==> src/rtl/regfile_wb_scheduler.sv <==
// Register-file writeback scheduler: scoreboards pending destination registers,
// stalls hazardous issues and arbitrates the single RF write port between ALU and load unit.
module regfile_wb_scheduler #(
    parameter bit MEM_FIRST = 1'b1
) (
    input  logic        clock,
    input  logic        reset,
    input  logic        issue_valid,
    input  logic [4:0]  issue_rs1,
    input  logic [4:0]  issue_rs2,
    input  logic [4:0]  issue_rd,
    input  logic        issue_rd_we,
    output logic        issue_stall,
    input  logic        alu_wb_valid,
    input  logic [4:0]  alu_wb_rd,
    input  logic [31:0] alu_wb_data,
    output logic        alu_wb_ready,
    input  logic        mem_wb_valid,
    input  logic [4:0]  mem_wb_rd,
    input  logic [31:0] mem_wb_data,
    output logic        mem_wb_ready,
    output logic        rf_write_enable,
    output logic [4:0]  rf_addr_rd,
    output logic [31:0] rf_data_rd,
    output logic [5:0]  busy_count,
    output logic        idle,
    output logic        wb_error
);

    localparam int unsigned NREG = 32;
    localparam int unsigned AW   = 5;
    localparam int unsigned DW   = 32;
    localparam int unsigned CW   = 6;

    logic [NREG-1:0] busy;
    logic [NREG-1:0] busy_set;
    logic [NREG-1:0] busy_clr;
    logic            prefer_mem;
    logic            conflict;
    logic            mem_win;
    logic            granted;
    logic            issue_accept;

    // Hazard check against the registered scoreboard only; no same-cycle bypass.
    always_comb begin
        issue_stall = 1'b0;
        if (!reset && issue_valid) begin
            issue_stall = busy[issue_rs1] || busy[issue_rs2] ||
                          (issue_rd_we && busy[issue_rd]);
        end
        issue_accept = !reset && issue_valid && !issue_stall;
    end

    // Write-port arbitration; prefer_mem flips only when both sides collide.
    always_comb begin
        conflict        = alu_wb_valid && mem_wb_valid;
        mem_win         = mem_wb_valid && (!alu_wb_valid || prefer_mem);
        alu_wb_ready    = !reset && alu_wb_valid && !mem_win;
        mem_wb_ready    = !reset && mem_win;
        granted         = alu_wb_ready || mem_wb_ready;
        rf_addr_rd      = AW'(0);
        rf_data_rd      = DW'(0);
        if (mem_wb_ready) begin
            rf_addr_rd = mem_wb_rd;
            rf_data_rd = mem_wb_data;
        end else if (alu_wb_ready) begin
            rf_addr_rd = alu_wb_rd;
            rf_data_rd = alu_wb_data;
        end
        rf_write_enable = granted && (rf_addr_rd != AW'(0));
    end

    always_comb begin
        busy_set = '0;
        busy_clr = '0;
        if (issue_accept && issue_rd_we && (issue_rd != AW'(0))) begin
            busy_set[issue_rd] = 1'b1;
        end
        if (rf_write_enable) begin
            busy_clr[rf_addr_rd] = 1'b1;
        end
    end

    always_ff @(posedge clock) begin
        if (reset) begin
            busy       <= '0;
            prefer_mem <= MEM_FIRST;
            wb_error   <= 1'b0;
        end else begin
            busy       <= ((busy & ~busy_clr) | busy_set) & ~NREG'(1);
            if (conflict) begin
                prefer_mem <= !prefer_mem;
            end
            if (rf_write_enable && !busy[rf_addr_rd]) begin
                wb_error <= 1'b1;
            end
        end
    end

    always_comb begin
        busy_count = CW'(0);
        for (int i = 0; i < NREG; i++) begin
            busy_count = busy_count + CW'(busy[i]);
        end
        idle = (busy_count == CW'(0));
    end

endmodule

==> config.mk <==
export PLATFORM = sky130hd
export DESIGN_NAME = regfile_wb_scheduler
export DESIGN_NICKNAME = d
export VERILOG_FILES = /design/src/rtl/regfile_wb_scheduler.sv
export SDC_FILE = /design/constraint.sdc
export NUM_CORES = 1
export LEC_CHECK = 0
export CAP_MARGIN = 0
export CORE_MARGIN = 1
export CORE_UTILIZATION = 34
export CTS_CLUSTER_DIAMETER = 30
export CTS_CLUSTER_SIZE = 20
export DETAILED_ROUTE_END_ITERATION = 16
export DONT_BUFFER_PORTS = 1
export SLEW_MARGIN = 5
export SYNTH_ARGS = -nofsm -noshare
export SYNTH_HDL_FRONTEND = slang
export SYNTH_SLANG_ARGS = --single-unit
==> constraint.sdc <==
create_clock -name clock -period 7 [get_ports clock]
set_clock_uncertainty 0.05 [all_clocks]
set_input_delay 1.4 -clock clock [delete_from_list [all_inputs] [get_ports clock]]
set_output_delay 1.4 -clock clock [all_outputs]
set_load 0.01 [all_outputs]
==> impl.org <==
** Critical path
- The worst setup path is launched from a register.
- Worst reg2reg path endpoint :: wb_error
- Crit-path most repeated cell :: sky130_fd_sc_hd__fa_1
- The worst setup path is captured at an output port.
- CP cell instances :: fa_1, fa_1, inv_1, fa_1, inv_1, fa_1, fa_1, inv_1, fa_1, inv_1, fa_2, inv_2, fa_2, inv_1, a21o_1, a21oi_2, xnor2_2, nor4b_2, buf_4
- Cell class contributing the biggest share of worst-path delay :: adder cells
- Standard cell with the maximum stage delay on the critical path :: sky130_fd_sc_hd__fa_1
- In this run the worst setup path begins at busy[28].
- The worst register-to-register path begins at prefer_mem.
- Along the worst path, the maximum fanout reaches 3.
- The setup path with the least slack is of type reg2out.
- STA puts the critical path data required time at 5.55 ns.
- Setup slack of the most critical reg-to-reg path :: 3.74 ns
- Together, buffers and inverters on the worst path number 7.
- R2R depth :: 8
- At the worst endpoint, the arrival time is 5.41 ns.
- In this design, the stage delay of the slowest critical-path cell is 0.51 ns.

** Synthesis
- Commonest register cell after synthesis :: sky130_fd_sc_hd__dfxtp_1
- Yosys reg bits :: 33
- Post-synthesis area per instance :: 9.36 um^2
- Total nets after synthesis :: 501
- Count of flip-flops with a built-in enable after synthesis :: 0
- Synthesis produced a netlist whose cell count is 376.
- Async S/R FF share, synth :: 0%
- Yosys printed 0 warnings.
- Summing every instance area after synthesis gives 0.00352 mm^2.
- Sequential element share of the synthesized area :: 18.8%
- Distinct cell type count of the synthesized netlist :: 48

** STA
- Crit path time final :: 6.86 ns
- Number of hold-slack violations in the final timing report :: 0
- The total count of max-transition violations in the final report came to 0.
- For the final routed database, the setup TNS stands at 0 ns.
- In this run the tightest slew margin relative to its limit is 45.6%.
- The worst path uses 98.0% of the clock period.
- Setup violations remaining at the end of the flow were counted as 0.
- For the pin with the worst max-slew slack, the measured transition is 0.815 ns.
- Highest Clock Rate :: 146 MHz

** Clock tree
- CTS placed an instance of sky130_fd_sc_hd__clkbuf_8 at the clock tree root.
- CTS tree :: built
- Clock latency of the later-clocked register in the worst-skew pair :: 0.29 ns
- TritonCTS created 5 clock buffers.
- Max Root-Sink Buffers :: 2
- H-tree depth :: 2
- Clock transition at the registers of the reported paths :: 0.07 ns
- CTS saw 33 sinks.

** Global route
- Vias in the first global route :: 3240
- Wire length of the first global-routing pass :: 19.2 mm
- The number of antenna violations at the first check in global routing is 2.
- Summed over all layers, the global routing overflow is 0.
- Maximum number of pins on one net before global-route repair :: 40
- Across every metal layer, demand over resource in global routing totals 23.3%.

** Detailed routing
- Routed vias/inst :: 6.57
- Routed wire length :: 12.9 mm
- In this run, the number of DRC markers left after iteration 0 of detailed routing was 504.
- In the routed design, unresolved DRC markers number 0.
- Dividing the detail-routed wire length by the instance count gives 25.4 um.
- For this run, the detailed router's first-pass iteration total came to 5.
- Once detail routing completed, the nets flagged for antenna violations numbered 0.
- Detailed-route via count :: 3331

** Hold path
- Min-Delay Path Depth :: 2
- The worst hold path begins at wb_error.
- In this run the worst hold path is classified as reg2reg.
- Worst Hold Path EP :: wb_error

** Floorplanning
- DIE WIDTH :: 104 um
- The floorplan step defined a core boundary enclosing 0.00991 mm^2.
- Num ports :: 144
- Die footprint :: 0.0108 mm^2
- Initial Utilization :: 35.5%
- In this run the vertical extent of the chip is 104 um.
- Number of placement rows :: 36

** Placement
- Total half-perimeter wirelength after legalization and detailed placement :: 10.0 mm
- Total of buffers placed on input and output ports :: 0
- At the end of routability-driven placement, the weighted congestion stood at 0.936.

** Flow run
- Max Cap Viol :: 0

** Final layout
- Leaving out fill and tap cells, the most frequent cells in the layout are 35 x sky130_fd_sc_hd__inv_1, 33 x sky130_fd_sc_hd__a22o_1, 31 x sky130_fd_sc_hd__o21ai_0.
- Layout Area Growth over Synthesis :: 10.1%
- Net count reported at finish :: 496
- The library cell used most frequently in the layout, excluding fill and tap cells, is sky130_fd_sc_hd__inv_1.
- Fill cells in the final layout number 1046.
- Of the cells placed in the final design, the portion with a size suffix greater than 1 is 18.0%.

** Pwr
- The analysis attributes to cell leakage a power of 1.53 nW.
- Pwr Density :: 131 mW/mm^2
- Maximum vdd ir drop :: 65.5 uV
- Total power after layout :: 509 uW

** Outcome
- Status :: finished clean
==> Yosys cell counts, types with 3 or more instances <==
cell,count,area share [%]
sky130_fd_sc_hd__inv_1,36,3.8
sky130_fd_sc_hd__a22o_1,33,8.2
sky130_fd_sc_hd__dfxtp_1,33,19
sky130_fd_sc_hd__o21ai_0,31,4.4
sky130_fd_sc_hd__o211ai_1,29,6.2
sky130_fd_sc_hd__fa_1,23,13
sky130_fd_sc_hd__mux2i_1,23,6.5
sky130_fd_sc_hd__mux4_2,21,13
sky130_fd_sc_hd__nand2_1,17,1.8
sky130_fd_sc_hd__clkbuf_1,14,1.5
sky130_fd_sc_hd__nand3_1,10,1.4
sky130_fd_sc_hd__nor2_1,10,1.1
sky130_fd_sc_hd__a21oi_1,8,1.1
sky130_fd_sc_hd__nor2b_1,8,1.4
sky130_fd_sc_hd__ha_1,7,2.5
sky130_fd_sc_hd__nor3_1,6,0.85
sky130_fd_sc_hd__o22ai_1,6,1.1
sky130_fd_sc_hd__buf_1,5,0.53
sky130_fd_sc_hd__buf_2,5,0.71
sky130_fd_sc_hd__nand3b_1,5,1.1
sky130_fd_sc_hd__a22oi_1,4,0.85
sky130_fd_sc_hd__nand2b_1,4,0.71
sky130_fd_sc_hd__a21o_1,3,0.64
sky130_fd_sc_hd__and3_1,3,0.53
sky130_fd_sc_hd__o32ai_1,3,0.75
sky130_fd_sc_hd__xnor2_1,3,0.75
==> tightest hold or removal path, stage by stage, from the launching register on <==
cell                      delay [ns]
sky130_fd_sc_hd__dfxtp_1        0.36
sky130_fd_sc_hd__nand2_1        0.07
sky130_fd_sc_hd__o41ai_1        0.07
==> logic make-up (layout without fill, tap and decap cells) <==
family                     after synthesis  in the layout  share of synthesized area [%]
adders and majority gates               30             30                           15.6
and+or+nand+nor                         68             68                           9.99
AOI/OAI and AO/OA                      132            132                           27.1
muxes                                   46             46                           20.6
xor gates and xnor gates                 3              3                          0.747
other                                    0              2                              0
buffers and inverters                   64             60                           7.18
DFF                                     33             33                           18.8
==> worst max-delay path by stage <==
stage | end | slack (ns) | cells past startpoint
finish | idle | 0.14 | 19
global route | idle | -0.03 | 19
detailed placement | idle | 0.21 | 19
global placement | idle | 0.34 | 19
CTS | idle | 0.005 | 19
floorplan | idle | 0.41 | 18
==> stage by stage <==
stage               area [um^2]  cells  worst slack [ns]  hold slack [ns]  utilization, %
finish                     3870    507             0.143            0.494            39.1
global route               3870    505           -0.0326            0.526            39.1
floorplan                  3520    376             0.411            0.426               -
global placement           3650    492             0.339            0.481            36.9
detailed placement         3650    492             0.213            0.474            36.9
CTS                        3800    500           0.00522            0.491            38.4
==> where the power goes <==
| part | switching (mW) | internal [mW] | total [mW] |
|---|---|---|---|
| registers | 0.00373 | 0.189 | 0.193 |
| logic | 0.0638 | 0.0372 | 0.101 |
| clock network | 0.0737 | 0.141 | 0.215 |
| total | 0.141 | 0.368 | 0.509 |
==> layout make-up <==
cell class | instances | area (um^2) | share of cell area (%)
flip-flops and latches | 33 | 678 | 17.5
clock buffers | 5 | 68.8 | 1.78
diodes | 2 | 5.00 | 0.129
inverters | 39 | 149 | 3.84
repair buffers | 13 | 97.6 | 2.52
clock inverters | 3 | 65.1 | 1.68
multi-input cells | 279 | 2650 | 68.3
well taps | 133 | 166 | 4.29
==> sequential cells by signal, summed over array words and instances (netlist names) <==
| name | count |
|---|---|
| wb_error | 1 |
| prefer_mem | 1 |
| busy | 31 |
==> layer usage <==
layer  vias up  part of all wire (%)  track usage, %
li1       1424                     -               -
met1      1685                    43            33.1
met2       198                    44            33.3
met3        24                    11            7.55
met4         0                   2.0            7.35
met5         -                     0               0
==> what timing repair did <==
| action | 4_1_cts | 5_1_grt |
|---|---|---|
| pin swaps | 1 | 8 |
| buffers inserted | 0 | 5 |
| setup endpoints to repair | 1 | 1 |
| hold buffers | 0 | 0 |
| endpoints found under the hold margin | 0 | 0 |
| resized for setup | 5 | 13 |
Power figures use the tool's default switching activity.
